==> src/rtl/time_set_controller.sv <==
// mm:ss time counter with start/stop and front-panel minute/second setting.
// Owns the four BCD digits, the 1 Hz tick divider and the set-mode blink timer.
module time_set_controller #(
    parameter int TICK_DIV  = 50000000,
    parameter int BLINK_DIV = 25000000
) (
    input  logic       clk,
    input  logic       rst,
    input  logic       btn_startstop,
    input  logic       btn_mode,
    input  logic       btn_inc,
    output logic [3:0] sec_unit,
    output logic [3:0] sec_tens,
    output logic [3:0] min_unit,
    output logic [3:0] min_tens,
    output logic [3:0] blank,
    output logic       running,
    output logic       led,
    output logic [1:0] mode_state
);

    // state   | meaning
    // IDLE    | time frozen
    // RUN     | time advances on each tick
    // SET_MIN | inc bumps minutes, minute digits blink
    // SET_SEC | inc bumps seconds, second digits blink
    typedef enum logic [1:0] {
        IDLE    = 2'b00,
        RUN     = 2'b01,
        SET_MIN = 2'b10,
        SET_SEC = 2'b11
    } state_t;

    localparam int TW = $clog2(TICK_DIV);
    localparam int BW = $clog2(BLINK_DIV);

    state_t        state_q, state_d;
    logic          running_q;
    logic          ss_prev_q, mode_prev_q, inc_prev_q;
    logic [TW-1:0] tick_cnt_q, tick_cnt_d;
    logic [BW-1:0] blink_cnt_q, blink_cnt_d;
    logic          phase_q, phase_d;
    logic          led_q, led_d;
    logic [3:0]    sec_u_q, sec_t_q, min_u_q, min_t_q;
    logic [3:0]    sec_u_d, sec_t_d, min_u_d, min_t_d;

    logic ev_ss, ev_mode, ev_inc, inc_apply, tick, blink_clr;

    assign ev_ss     = btn_startstop & ~ss_prev_q;
    assign ev_mode   = btn_mode & ~mode_prev_q;
    assign ev_inc    = btn_inc & ~inc_prev_q;
    // Only the highest-priority event may act; inc is meaningful only in set states.
    assign inc_apply = ev_inc & ~ev_ss & ~ev_mode & state_q[1];
    assign tick      = (state_q == RUN) && (tick_cnt_q == TW'(TICK_DIV - 1));

    always_ff @(posedge clk or posedge rst) begin
        if (rst) begin
            state_q   <= IDLE;
            running_q <= 1'b0;
        end else begin
            state_q   <= state_d;
            running_q <= (state_d == RUN);
        end
    end

    always_comb begin
        state_d = state_q;
        case (state_q)
            IDLE: begin
                if (ev_ss)        state_d = RUN;
                else if (ev_mode) state_d = SET_MIN;
            end
            RUN: begin
                if (ev_ss) state_d = IDLE;
            end
            SET_MIN: begin
                if (ev_ss)        state_d = IDLE;
                else if (ev_mode) state_d = SET_SEC;
            end
            SET_SEC: begin
                if (ev_ss || ev_mode) state_d = IDLE;
            end
            default: state_d = IDLE;
        endcase
    end

    always_comb begin
        mode_state = state_q;
        running    = running_q;
        led        = led_q;
        sec_unit   = sec_u_q;
        sec_tens   = sec_t_q;
        min_unit   = min_u_q;
        min_tens   = min_t_q;
        blank      = 4'b0000;
        case (state_q)
            SET_MIN: blank = {phase_q, phase_q, 2'b00};
            SET_SEC: blank = {2'b00, phase_q, phase_q};
            default: blank = 4'b0000;
        endcase
    end

    always_comb begin
        tick_cnt_d = '0;
        if (state_q == RUN && state_d == RUN)
            tick_cnt_d = tick ? '0 : tick_cnt_q + TW'(1);
        led_d = tick ? ~led_q : led_q;
    end

    // Blink restarts visible on entry to a set state and after every applied inc.
    assign blink_clr = ~state_d[1] | (state_d != state_q) | inc_apply;

    always_comb begin
        blink_cnt_d = blink_cnt_q + BW'(1);
        phase_d     = phase_q;
        if (blink_clr) begin
            blink_cnt_d = '0;
            phase_d     = 1'b0;
        end else if (blink_cnt_q == BW'(BLINK_DIV - 1)) begin
            blink_cnt_d = '0;
            phase_d     = ~phase_q;
        end
    end

    always_comb begin
        sec_u_d = sec_u_q;
        sec_t_d = sec_t_q;
        min_u_d = min_u_q;
        min_t_d = min_t_q;
        if (tick) begin
            sec_u_d = sec_u_q + 4'd1;
            if (sec_u_q == 4'd9) begin
                sec_u_d = 4'd0;
                sec_t_d = sec_t_q + 4'd1;
                if (sec_t_q == 4'd5) begin
                    sec_t_d = 4'd0;
                    min_u_d = min_u_q + 4'd1;
                    if (min_u_q == 4'd9) begin
                        min_u_d = 4'd0;
                        min_t_d = (min_t_q == 4'd5) ? 4'd0 : min_t_q + 4'd1;
                    end
                end
            end
        end else if (inc_apply && state_q == SET_MIN) begin
            min_u_d = min_u_q + 4'd1;
            if (min_u_q == 4'd9) begin
                min_u_d = 4'd0;
                min_t_d = (min_t_q == 4'd5) ? 4'd0 : min_t_q + 4'd1;
            end
        end else if (inc_apply && state_q == SET_SEC) begin
            sec_u_d = sec_u_q + 4'd1;
            if (sec_u_q == 4'd9) begin
                sec_u_d = 4'd0;
                sec_t_d = (sec_t_q == 4'd5) ? 4'd0 : sec_t_q + 4'd1;
            end
        end
    end

    always_ff @(posedge clk or posedge rst) begin
        if (rst) begin
            ss_prev_q   <= 1'b1;
            mode_prev_q <= 1'b1;
            inc_prev_q  <= 1'b1;
            tick_cnt_q  <= '0;
            blink_cnt_q <= '0;
            phase_q     <= 1'b0;
            led_q       <= 1'b0;
            sec_u_q     <= 4'd0;
            sec_t_q     <= 4'd0;
            min_u_q     <= 4'd0;
            min_t_q     <= 4'd0;
        end else begin
            ss_prev_q   <= btn_startstop;
            mode_prev_q <= btn_mode;
            inc_prev_q  <= btn_inc;
            tick_cnt_q  <= tick_cnt_d;
            blink_cnt_q <= blink_cnt_d;
            phase_q     <= phase_d;
            led_q       <= led_d;
            sec_u_q     <= sec_u_d;
            sec_t_q     <= sec_t_d;
            min_u_q     <= min_u_d;
            min_t_q     <= min_t_d;
        end
    end

endmodule

==> config.mk <==
export PLATFORM = sky130hd
export DESIGN_NAME = time_set_controller
export DESIGN_NICKNAME = d
export VERILOG_FILES = /design/src/rtl/time_set_controller.sv
export SDC_FILE = /design/constraint.sdc
export NUM_CORES = 1
export LEC_CHECK = 0
export CAP_MARGIN = 10
export CORE_MARGIN = 4
export CORE_UTILIZATION = 58
export CTS_BUF_LIST = sky130_fd_sc_hd__clkbuf_16
export DETAILED_ROUTE_END_ITERATION = 8
export PLACE_DENSITY = 0.78
export SYNTH_ARGS = -nofsm -noshare
export SYNTH_HDL_FRONTEND = slang
export SYNTH_SLANG_ARGS = --single-unit
==> constraint.sdc <==
create_clock -name clk -period 2.6 [get_ports clk]
set_input_delay 0.52 -clock clk [delete_from_list [all_inputs] [get_ports clk]]
set_output_delay 0.52 -clock clk [all_outputs]
set_load 0.01 [all_outputs]
# Word-level counts from Yosys, hierarchy flattened
# Cells that the tools add are included.
[classes]
n_addsub = 6
div_mod_pow = 0
n_lt_le_gt_ge = 0
n_reduce_logical = 11
eq_ne = 14
bitwise_logic = 16
shifts = 0
mux = 34
n_mul = 0
[op_table]
columns = ["operator", "count"]
rows = [
  ["$mux 4", 20],
  ["$mux 26", 2],
  ["$mux 25", 2],
  ["$add 26x1->26 const B", 1],
  ["$eq 26x26->1 const B", 1],
  ["$add 25x1->25 const B", 1],
  ["$eq 25x25->1 const B", 1],
  ["$add 4x1->4 const B", 4],
  ["$mux 2", 6],
  ["$eq 4x3->1 const B", 2],
  ["$eq 4x4->1 const B", 2],
  ["$not 1->1", 8],
  ["$pmux 2 s4", 1],
  ["$pmux 4 s2", 1],
  ["$and 1x1->1", 6],
  ["$reduce_bool 2->1", 3],
  ["$eq 2x1->1 const B", 2],
  ["$eq 2x2->1 const B", 2],
  ["$logic_and 1x1->1", 4],
  ["$ne 2x1->1 const B", 2],
  ["$reduce_and 3->1", 1],
  ["$logic_not 2->1", 1],
  ["$mux 1", 2],
  ["$ne 2x2->1", 1],
  ["other kinds (4)", 5],
]
[totals]
input_bits = 5
output_inout_bits = 24
latchBits = 0
rom_bits = 0
regBits = 75
n_memories = 0
ramBits = 0

# Depth between registers and ports, before layout
# Gate-level depths: netlist of the first run.
[depth]
ltp_word = 10
depth_mapped = 9

# Worst setup path after synthesis of the first run
# No wires, ideal clock.
[synth_timing]
path_type = "reg-to-reg"
from = "register tick_cnt_q[16]"
to = "register min_u_q[1] (netlist: min_unit[1])"
path_stages_with_launch = 7
n_path_buf = 1
arrival_time_ns = 1.870
period_less_slack_ns = 1.994
setup_slack_ns = 0.606
cell_sequence = "dfrtp_1 -> or4_4 -> nor4_2 -> and4b_1 -> buf_6 -> o21a_1 -> mux2_2"
[synth_between]
elab_chain_cells = 4
[synth_rtl]
columns = ["item", "line", "source"]
rows = [
  ["from (decl)", "40", "logic [TW-1:0] tick_cnt_q, tick_cnt_d;"],
  ["from (signal assigned)", "176", "tick_cnt_q <= tick_cnt_d;"],
  ["$eq 26x26->1 *", "54", "assign tick = (state_q == RUN) && (tick_cnt_q == TW'(TICK_DIV - 1));"],
  ["$logic_and 1x1->1 *", "54", ""],
  ["$ne 2x1->1 (no line) or $reduce_bool 2->1 (tied branches)", "-", ""],
  ["$reduce_and 3->1 (no line)", "-", ""],
  ["to (signal assigned)", "182", "min_u_q <= min_u_d;"],
  ["to (decl)", "44", "logic [3:0] sec_u_q, sec_t_q, min_u_q, min_t_q;"],
]
# Mark *: on every way between the ends. The rest lies on a longest branch, timed or not.
# A chain may end at the register's enable or synchronous reset.

# Worst setup path after layout of the first run
[layout_timing]
from = "register tick_cnt_q[0]"
to = "register min_u_q[1] (netlist: min_unit[1])"
# Same word-level chain as after synthesis.

==> results of run 1 <==
metrics by stage:
step	instances	hold slack [ns]	setup WS [ns]	total power, mW
6_report	487	0.4078	0.2793	2.817
5_1_grt	487	0.4155	0.07766	2.943
4_1_cts	487	0.4061	0.2592	2.846
3_5_place_dp	471	0.4496	0.1688	1.668
3_3_place_gp	471	0.4387	0.1850	1.654
2_1_floorplan	376	0.4218	0.1750	1.556
worst max-delay path, cell delays in order (launching register included):
cell and delay, ns:
dfrtp_1 0.43, ha_1 0.25, nand2_1 0.17, nor4_2 0.33
and4b_1 0.47, o21a_1 0.21, mux2_2 0.34
flip-flops by register name (all words and copies together) (netlist names):
signal       count
blink_cnt_q     25
tick_cnt_q      26
mode_prev_q      1
inc_prev_q       1
sec_tens         4
phase_q          1
running          1
led              1
min_tens         4
mode_state       2
min_unit         4
sec_unit         4
ss_prev_q        1
how the worst min path moves through the flow:
stage	from	endpoint	slack (ns)	cells after the start
floorplan	blink_cnt_q[0]	blink_cnt_q[0]	0.42	1
global placement	blink_cnt_q[0]	blink_cnt_q[0]	0.44	1
detailed placement	blink_cnt_q[0]	blink_cnt_q[0]	0.45	1
CTS	rst	blink_cnt_q[21]	0.41	2
global route	rst	blink_cnt_q[21]	0.42	2
finish	rst	blink_cnt_q[21]	0.41	2
layout make-up:
cell class | instances | area, um^2
clock buffer | 9 | 225.2
clock inverter | 7 | 55.05
fill | 464 | 1974
inverter | 15 | 56.30
multi-input combinational | 270 | 1760
sequential | 75 | 1881
tap | 77 | 96.34
timing repair buffer | 34 | 337.8
cells in the final DEF, fill, tap and decap left out, drive strengths merged, types with 2 or more instances in the layout:
cell,n
xor2,23
xnor2,29
and3,9
and2b,2
dfstp,3
inv,18
buf,6
ha,2
nand2,15
mux2,4
o211ai,4
nand3b,2
or3,4
o21ai,5
a21oi,9
nor2,66
o21a,2
or4,2
nor3b,5
o2111ai,4
clkinv,3
and4,6
o221ai,3
clkbuf,9
dfrtp,72
nor4,8
clkdlybuf4s50,28
nor3,7
or2,3
a221o,2
nor2b,3
nand2b,5
and2,9
nand3,15
nand4,16
routing by layer:
layer  global-route usage, %  wire, um  vias to the layer above  part of all wire [%]
met3                   5.438       350                        8                   4.8
li1                        -         -                     1347                     -
met5                       0         0                        -                     0
met1                   27.06      3267                     1358                    45
met2                   34.49      3583                       72                    49
met4                   6.766        74                        0                   1.0
power by group through the flow:
stage	Clock (mW)	Sequential (mW)	Combinational (mW)
after floorplan	0	1.32	0.231
after global placement	0	1.34	0.317
after detailed placement	0	1.34	0.324
after CTS	1.19	1.32	0.327
after global routing	1.25	1.34	0.360
final	1.17	1.32	0.322
cells by family after synthesis:
family                     Yosys count
DFF                                 75
adders and majority gates            2
buffers and inverters               31
and+or+nand+nor                    180
xor gates and xnor gates            52
AOI/OAI and AO/OA                   31
muxes                                5
==> flow_metrics.env, run 1 <==
export IMPL_ys_ff_latch=75
export IMPL_rsz0062_at_grt="false"
export IMPL_route_detailed_drc=0
export IMPL_ir_worst_vdd_uv=548.5
export IMPL_p_sw_mw=0.7113
export IMPL_required_ns=2.81
export IMPL_combinationalPowerShare_pct=11.4
export IMPL_io_pins=29
export IMPL_io_buffer_count=28
export IMPL_viasPerCell=5.719
export IMPL_hpwl_um=4954
export IMPL_syn_avg_cell_area_um2=10.20
export IMPL_hold_path_class="primary input to async pin"
export IMPL_synth_flop_cell="dfrtp_1"
export IMPL_synthToLayoutAreaGrowth_pct=15.00
export IMPL_fp_row_count=29
export IMPL_post_route_period_util_pct=89.26
export IMPL_grt_pass1_wl_um=13010
export IMPL_groute_usage_overall_pct=20.94
export IMPL_cp_start_kind="register"
export IMPL_antenna_left=0
export IMPL_p_clk_share_pct=41.6
export IMPL_synth_most_common_cell="dfrtp_1"
export IMPL_fin_skew_ns=0.008230
export IMPL_synthTopCellsByCount="dfrtp_1, nor2_1, xnor2_1"
export IMPL_slew_headroom_pct=66.93
export IMPL_cts_hold_buffers=0
export IMPL_clockRootBuffer="clkbuf_16"
export IMPL_diodes=0
export IMPL_hold_violations=0
export IMPL_postRouteWirelength_um=7276
export IMPL_final_max_slew_viol_count=0
export IMPL_async_flop_share_pct=100.0
export IMPL_synth_simple_area_share_pct=26.13
export IMPL_cts_resized=0
export IMPL_criticalPathCategory="register to register"
export IMPL_synth_fa_ha_area_share_pct=0.6523
export IMPL_synth_area_leaders="dfrtp_1, xnor2_1, nor2_1"
export IMPL_antenna_found_initial=0
export IMPL_period_needed_ns=2.321
export IMPL_worstPathMaxFanout=9
export IMPL_synth_area_um2=3836
export IMPL_core_area_um2=6386
export IMPL_startpoint="tick_cnt_q[0]"
export IMPL_synth_xor_area_share_pct=11.87
export IMPL_synthesis_nets=383
export IMPL_final_core_util_pct=69.08
export IMPL_routedWlPerCell_um=14.94
export IMPL_synth_edf_count=0
export IMPL_num_nets_final=412
export IMPL_setup_viol=0
export IMPL_post_cts_setup_buffer_count=0
export IMPL_grt_ovfl_total=0
export IMPL_worst_slew_pin_slew_ns=0.4949
export IMPL_start_util_pct=60.07
export IMPL_tns_ns=0
export IMPL_maxCapViolCount=0
export IMPL_reg2regPathDepth=6
export IMPL_cts_htree_levels=3
export IMPL_clkTransAtPathRegs_ns=0.06
export IMPL_netlist_instances=376
export IMPL_final_layout_size_suffix_gt1_share_pct=10.49
export IMPL_p_leak_nw=1.833
export IMPL_numCtsBuffers=9
export IMPL_clkSinkCount=75
export IMPL_rrSetupSlack_ns=0.28
export IMPL_ys_warn_count=0
export IMPL_synth_top_family_by_area="simple AND/OR/NAND/NOR gates"
export IMPL_die_area_um2=7979
export IMPL_routabilityCongestion=0.7842
export IMPL_r2r_end="min_unit[1]"
export IMPL_r2r_start="tick_cnt_q[0]"
export IMPL_num_vias=2785
export IMPL_synth_top_area_cell="dfrtp_1"
export IMPL_cp_end_kind="register"
export IMPL_place_area_um2=4131
export IMPL_power_density_nw_per_um2=638.5
export IMPL_p_seq_share_pct=47.0
export IMPL_muxShareOfSynthArea_pct=1.435
export IMPL_clkLatencyLatePin_ns=0.33
export IMPL_max_freq_mhz=430.9
export IMPL_synth_compound_area_share_pct=5.806
export IMPL_yosysTopAreaCellShare_pct=46.97
export IMPL_intPower_mw=2.106
export IMPL_die_h_um=89.33
export IMPL_drt_iter0_markers=113
export IMPL_yosysUniqueCellTypes=51
export IMPL_swShare_pct=25.25
export IMPL_ys_seq_area_share_pct=49.02
export IMPL_first_pass_iters=4
export IMPL_grt_pass1_vias=2849
export IMPL_grt_max_degree=47
export IMPL_critPathCapture="min_unit[1]"
export IMPL_status="completed"
export IMPL_final_area_um2=4412
export IMPL_die_x_um=89.33
export IMPL_cts_tree="yes"
export IMPL_ctsLongestPathBuffers=2
export IMPL_cp_arrival_ns=2.53
Power figures use the tool's default switching activity.
==> inputs of run 2 (changes only) <==
--- a/config.mk
+++ b/config.mk
@@ -5,6 +5,7 @@
 export SDC_FILE = /design/constraint.sdc
 export NUM_CORES = 1
 export LEC_CHECK = 0
+export ABC_CLOCK_PERIOD_IN_PS = 2550
 export CAP_MARGIN = 10
 export CORE_MARGIN = 4
 export CORE_UTILIZATION = 58
==> constraint.sdc (replaced) <==
create_clock -name clk -period 2.55 [get_ports clk]
set_input_delay 0.51 -clock clk [delete_from_list [all_inputs] [get_ports clk]]
set_output_delay 0.51 -clock clk [all_outputs]
set_load 0.01 [all_outputs]
==> run 2 against run 1 <==
  * Final cell count increased by 0.21%
  * Sequential share of layout area decreased by 0.42 points
  * Clock power increased by 15%
  * Register-to-register slack got worse by 0.03 ns
  * Global-route usage decreased by 0.99 points
  * Count of clock-buffer cells in the layout unchanged
  * Power increased by 7.3%
  * Combinational power increased by 2%
  * Highest routed layer unchanged
==> flow_metrics.env, run 2 (synthesis gave the netlist of run 1 again) <==
export IMPL_p_seq_share_pct=44.6
export IMPL_r2r_start="tick_cnt_q[0]"
export IMPL_antenna_found_initial=0
export IMPL_cts_htree_levels=3
export IMPL_startpoint="tick_cnt_q[0]"
export IMPL_worstPathMaxFanout=9
export IMPL_cts_hold_buffers=0
export IMPL_post_route_period_util_pct=90.15
export IMPL_clkSinkCount=75
export IMPL_cp_start_kind="register"
export IMPL_grt_ovfl_total=0
export IMPL_largest_reg_flops=26
export IMPL_final_core_util_pct=69.77
export IMPL_p_sw_mw=0.7619
export IMPL_num_vias=2738
export IMPL_route_detailed_drc=0
export IMPL_clkLatencyLatePin_ns=0.33
export IMPL_multi_input_area_um2=1760
export IMPL_power_mw=3.024
export IMPL_cp_end_kind="register"
export IMPL_reg2regPathDepth=6
export IMPL_final_layout_size_suffix_gt1_share_pct=11.44
export IMPL_start_util_pct=60.07
export IMPL_final_seq_area_um2=1881
export IMPL_combinationalPowerShare_pct=10.8
export IMPL_critPathCapture="min_unit[1]"
export IMPL_swShare_pct=25.20
export IMPL_r2r_end="min_unit[1]"
export IMPL_p_clk_share_pct=44.5
export IMPL_synthToLayoutAreaGrowth_pct=16.14
export IMPL_post_cts_setup_buffer_count=0
export IMPL_cts_tree="yes"
export IMPL_ctsLongestPathBuffers=2
export IMPL_tns_ns=0
export IMPL_cp_arrival_ns=2.52
export IMPL_intPower_mw=2.262
export IMPL_hold_violations=0
export IMPL_groute_usage_overall_pct=19.95
export IMPL_core_area_um2=6386
export IMPL_num_nets_final=413
export IMPL_io_buffer_count=28
export IMPL_hold_path_class="register to register"
export IMPL_criticalPathCategory="register to register"
export IMPL_io_pins=29
export IMPL_regMostFlops="tick_cnt_q"
export IMPL_min_from="blink_cnt_q[0]"
export IMPL_period_needed_ns=2.299
export IMPL_final_max_slew_viol_count=0
export IMPL_cts_resized=0
export IMPL_die_x_um=89.33
export IMPL_routabilityCongestion=0.7751
export IMPL_antenna_left=0
export IMPL_viasPerCell=5.611
export IMPL_die_h_um=89.33
export IMPL_max_freq_mhz=435.0
export IMPL_final_cell_mix="dfrtp_1, nor2_1, xnor2_1, clkdlybuf4s50_1, xor2_1"
export IMPL_fill_cells=444
export IMPL_grt_pass1_vias=2670
export IMPL_setup_viol=0
export IMPL_status="completed"
export IMPL_worst_slew_pin_slew_ns=0.4587
export IMPL_grt_max_degree=29
export IMPL_clockRootBuffer="clkbuf_16"
export IMPL_slew_headroom_pct=69.42
export IMPL_rrSetupSlack_ns=0.25
export IMPL_grt_pass1_wl_um=12380
export IMPL_fp_row_count=29
export IMPL_final_common_cell="dfrtp_1"
export IMPL_numCtsBuffers=9
export IMPL_whs_path_depth=1
export IMPL_diodes=0
export IMPL_clkTransAtPathRegs_ns=0.06
export IMPL_hpwl_um=4905
export IMPL_ir_worst_vdd_uv=570.4
export IMPL_drt_iter0_markers=160
export IMPL_power_density_nw_per_um2=678.7
export IMPL_fin_skew_ns=0.008532
export IMPL_largest_registers="tick_cnt_q (26), blink_cnt_q (25)"
export IMPL_p_leak_nw=1.849
export IMPL_die_area_um2=7979
export IMPL_routedWlPerCell_um=14.54
export IMPL_maxCapViolCount=0
export IMPL_first_pass_iters=4
export IMPL_required_ns=2.77
export IMPL_postRouteWirelength_um=7097
export IMPL_rsz0062_at_grt="false"
==> run 2: area by class of cell <==
cell class | instances | share of cell area, %
clock buffer | 9 | 5.055
sequential | 75 | 42.21
clock inverter | 7 | 2.050
multi-input combinational | 270 | 39.51
inverter | 15 | 1.264
timing repair buffer | 35 | 7.751
tap | 77 | 2.162
==> run 2: routing by layer <==
metal,vias up,share of wire [%],global-route usage [%]
met3,12,3.9,5.714
met1,1317,47,26.10
met5,-,0,0
li1,1355,-,-
met4,0,1.2,5.142
met2,54,48,32.75
==> run 2: worst min path at each step <==
stage                     slack [ns]        endpoint
final                           0.45  blink_cnt_q[0]
after global routing            0.48  blink_cnt_q[0]
after CTS                       0.46  blink_cnt_q[0]
after detailed placement        0.45  blink_cnt_q[0]
after global placement          0.44  blink_cnt_q[0]
after floorplan                 0.42  blink_cnt_q[0]
==> run 2: through the flow <==
stage / setup WS, ns / instance area, um^2 / std cells / hold WS [ns]
2_1_floorplan: 0.1350 / 3836 / 376 / 0.4218
6_report: 0.2512 / 4456 / 488 / 0.4479
3_3_place_gp: 0.2061 / 4139 / 472 / 0.4421
5_1_grt: 0.1016 / 4456 / 488 / 0.4820
4_1_cts: 0.2544 / 4456 / 488 / 0.4550
3_5_place_dp: 0.1757 / 4139 / 472 / 0.4472
==> run 2: worst max-delay path: stages, from the launching register on <==
cell     delay (ns)
dfrtp_1        0.41
ha_1           0.26
nand2_1        0.17
nor4_2         0.33
and4b_1        0.46
o21a_1         0.21
mux2_2         0.34
==> run 2: power groups by stage <==
stage | Clock, mW | Sequential, mW | Combinational, mW
final | 1.35 | 1.35 | 0.327
after global placement | 0 | 1.36 | 0.326
after floorplan | 0 | 1.35 | 0.235
after detailed placement | 0 | 1.37 | 0.333
after CTS | 1.37 | 1.35 | 0.335
after global routing | 1.42 | 1.36 | 0.370
==> inputs of run 3 (changes only) <==
==> config.mk (replaced) <==
export PLATFORM = sky130hd
export DESIGN_NAME = time_set_controller
export DESIGN_NICKNAME = d
export VERILOG_FILES = /design/src/rtl/time_set_controller.sv
export SDC_FILE = /design/constraint.sdc
export NUM_CORES = 1
export LEC_CHECK = 0
export ABC_CLOCK_PERIOD_IN_PS = 2800
export CAP_MARGIN = 10
export CORE_MARGIN = 4
export CORE_UTILIZATION = 60
export CTS_BUF_LIST = sky130_fd_sc_hd__clkbuf_16
export DETAILED_ROUTE_END_ITERATION = 8
export PLACE_DENSITY = 0.81
export SYNTH_ARGS = -nofsm -noshare
export SYNTH_HDL_FRONTEND = slang
export SYNTH_SLANG_ARGS = --single-unit
==> constraint.sdc (replaced) <==
create_clock -name clk -period 2.8 [get_ports clk]
set_input_delay 0.56 -clock clk [delete_from_list [all_inputs] [get_ports clk]]
set_output_delay 0.56 -clock clk [all_outputs]
set_load 0.01 [all_outputs]
==> run 3 against run 2 <==
  * Combinational power down 9.8%
  * Final cell count down 1.0%
  * Critical endpoint unchanged
  * Largest cell class unchanged
  * Utilization up 3.2 points
  * Highest routed layer unchanged
==> flow_metrics.env, run 3 (synthesis gave the netlist of run 1 again) <==
export IMPL_final_cell_mix="dfrtp_1, nor2_1, xnor2_1, clkdlybuf4s50_1, xor2_1"
export IMPL_status="completed"
export IMPL_route_detailed_drc=0
export IMPL_numCtsBuffers=9
export IMPL_cp_start_kind="register"
export IMPL_r2r_start="tick_cnt_q[0]"
export IMPL_grt_util_met2_pct=33.49
export IMPL_p_leak_nw=1.824
export IMPL_diodes=0
export IMPL_fp_row_count=28
export IMPL_slew_headroom_pct=67.37
export IMPL_clkLatencyLatePin_ns=0.32
export IMPL_final_area_um2=4423
export IMPL_viasPerCell=5.710
export IMPL_whs_path_depth=1
export IMPL_num_vias=2758
export IMPL_cts_resized=0
export IMPL_required_ns=3.01
export IMPL_grt_max_degree=76
export IMPL_maxCapViolCount=0
export IMPL_tns_ns=0
export IMPL_final_common_cell="dfrtp_1"
export IMPL_io_buffer_count=28
export IMPL_finalWorstSetupSlack_ns=0.4285
export IMPL_grt_pass1_wl_um=12550
export IMPL_largest_registers="tick_cnt_q (26), blink_cnt_q (25)"
export IMPL_post_cts_setup_buffer_count=0
export IMPL_reg2regPathDepth=6
export IMPL_final_instance_count_excl_fill=483
export IMPL_die_h_um=87.96
export IMPL_io_pins=29
export IMPL_hold_violations=0
export IMPL_cts_hold_buffers=0
export IMPL_power_mw=2.715
export IMPL_routedWlPerCell_um=14.89
export IMPL_r2r_end="min_unit[1]"
export IMPL_clockRootBuffer="clkbuf_16"
export IMPL_groute_usage_overall_pct=20.66
export IMPL_grt_pass1_vias=2710
export IMPL_postRouteWirelength_um=7192
export IMPL_cp_end_kind="register"
export IMPL_grt_ovfl_total=0
export IMPL_core_area_um2=6061
export IMPL_criticalPathCategory="register to register"
export IMPL_met3_usage_pct=2.916
export IMPL_antenna_left=0
export IMPL_routabilityCongestion=0.7789
export IMPL_min_to="blink_cnt_q[0]"
export IMPL_pre_cts_slack_ns=0.3169
export IMPL_period_needed_ns=2.371
export IMPL_synthToLayoutAreaGrowth_pct=15.30
export IMPL_hold_path_class="register to register"
export IMPL_regMostFlops="tick_cnt_q"
export IMPL_hpwl_um=4568
export IMPL_grtUsageMet1_pct=28.25
export IMPL_min_from="blink_cnt_q[0]"
export IMPL_ir_worst_vdd_uv=385.6
export IMPL_post_route_period_util_pct=84.70
export IMPL_ctsLongestPathBuffers=2
export IMPL_largest_reg_flops=26
export IMPL_cts_tree="yes"
export IMPL_place_inst=467
export IMPL_cts_htree_levels=3
export IMPL_worst_hold_slack_ns=0.4533
export IMPL_max_freq_mhz=421.7
export IMPL_clkTransAtPathRegs_ns=0.06
export IMPL_start_util_pct=63.29
export IMPL_num_nets_final=410
export IMPL_die_area_um2=7737
export IMPL_drt_iter0_markers=165
export IMPL_fin_skew_ns=0.005135
export IMPL_clkSinkCount=75
export IMPL_place_area_um2=4114
export IMPL_grt_most_used_layer="met2"
export IMPL_final_layout_size_suffix_gt1_share_pct=10.29
export IMPL_rsz0062_at_grt="false"
export IMPL_rrSetupSlack_ns=0.43
export IMPL_first_pass_iters=4
export IMPL_final_max_slew_viol_count=0
export IMPL_cp_arrival_ns=2.58
export IMPL_power_density_nw_per_um2=613.9
export IMPL_antenna_found_initial=0
export IMPL_worstPathMaxFanout=9
export IMPL_setup_viol=0
export IMPL_worst_slew_pin_slew_ns=0.4884
export IMPL_final_core_util_pct=72.98
export IMPL_die_x_um=87.96
run 3: changes by cell type in the layout (fill, tap and decap cells not counted), sizes merged:
cell      previous run  this run
buf                  7         4
clkinvlp             0         1
inv                 17        16
run 3: worst max path at each step:
stage / start / endpoint / slack (ns) / cells after the start
2_1_floorplan: rst / blink_cnt_q[0] / 0.33 / 1
3_3_place_gp: btn_inc / min_tens[1] / 0.35 / 7
3_5_place_dp: btn_inc / min_tens[1] / 0.32 / 7
4_1_cts: tick_cnt_q[0] / min_unit[1] / 0.43 / 6
5_1_grt: tick_cnt_q[0] / min_unit[1] / 0.23 / 6
6_report: tick_cnt_q[0] / min_unit[1] / 0.43 / 6
run 3: worst max-delay path: stages, from the launching register on:
cell and delay [ns]:
dfrtp_1 0.43, ha_1 0.27, nand2_1 0.18, nor4_2 0.32, and4b_1 0.48, o21a_1 0.23
mux2_2 0.35
run 3: where the power goes:
group	switching [mW]	internal [mW]	total, mW
combinational	0.156	0.139	0.295
sequential	0.0871	1.14	1.23
clock	0.423	0.769	1.19
total	0.666	2.05	2.72
run 3: layout make-up:
type | instances | area (um^2)
sequential | 75 | 1881
multi-input combinational | 270 | 1760
fill | 435 | 1638
timing repair buffer | 32 | 322.8
clock buffer | 9 | 225.2
tap | 75 | 93.84
clock inverter | 7 | 83.83
inverter | 15 | 56.30
run 3: routing by layer:
layer	up-vias	part of all wire (%)
met2	64	47
met3	7	4.6
met1	1330	47
li1	1357	-
met4	0	1.0
met5	-	0
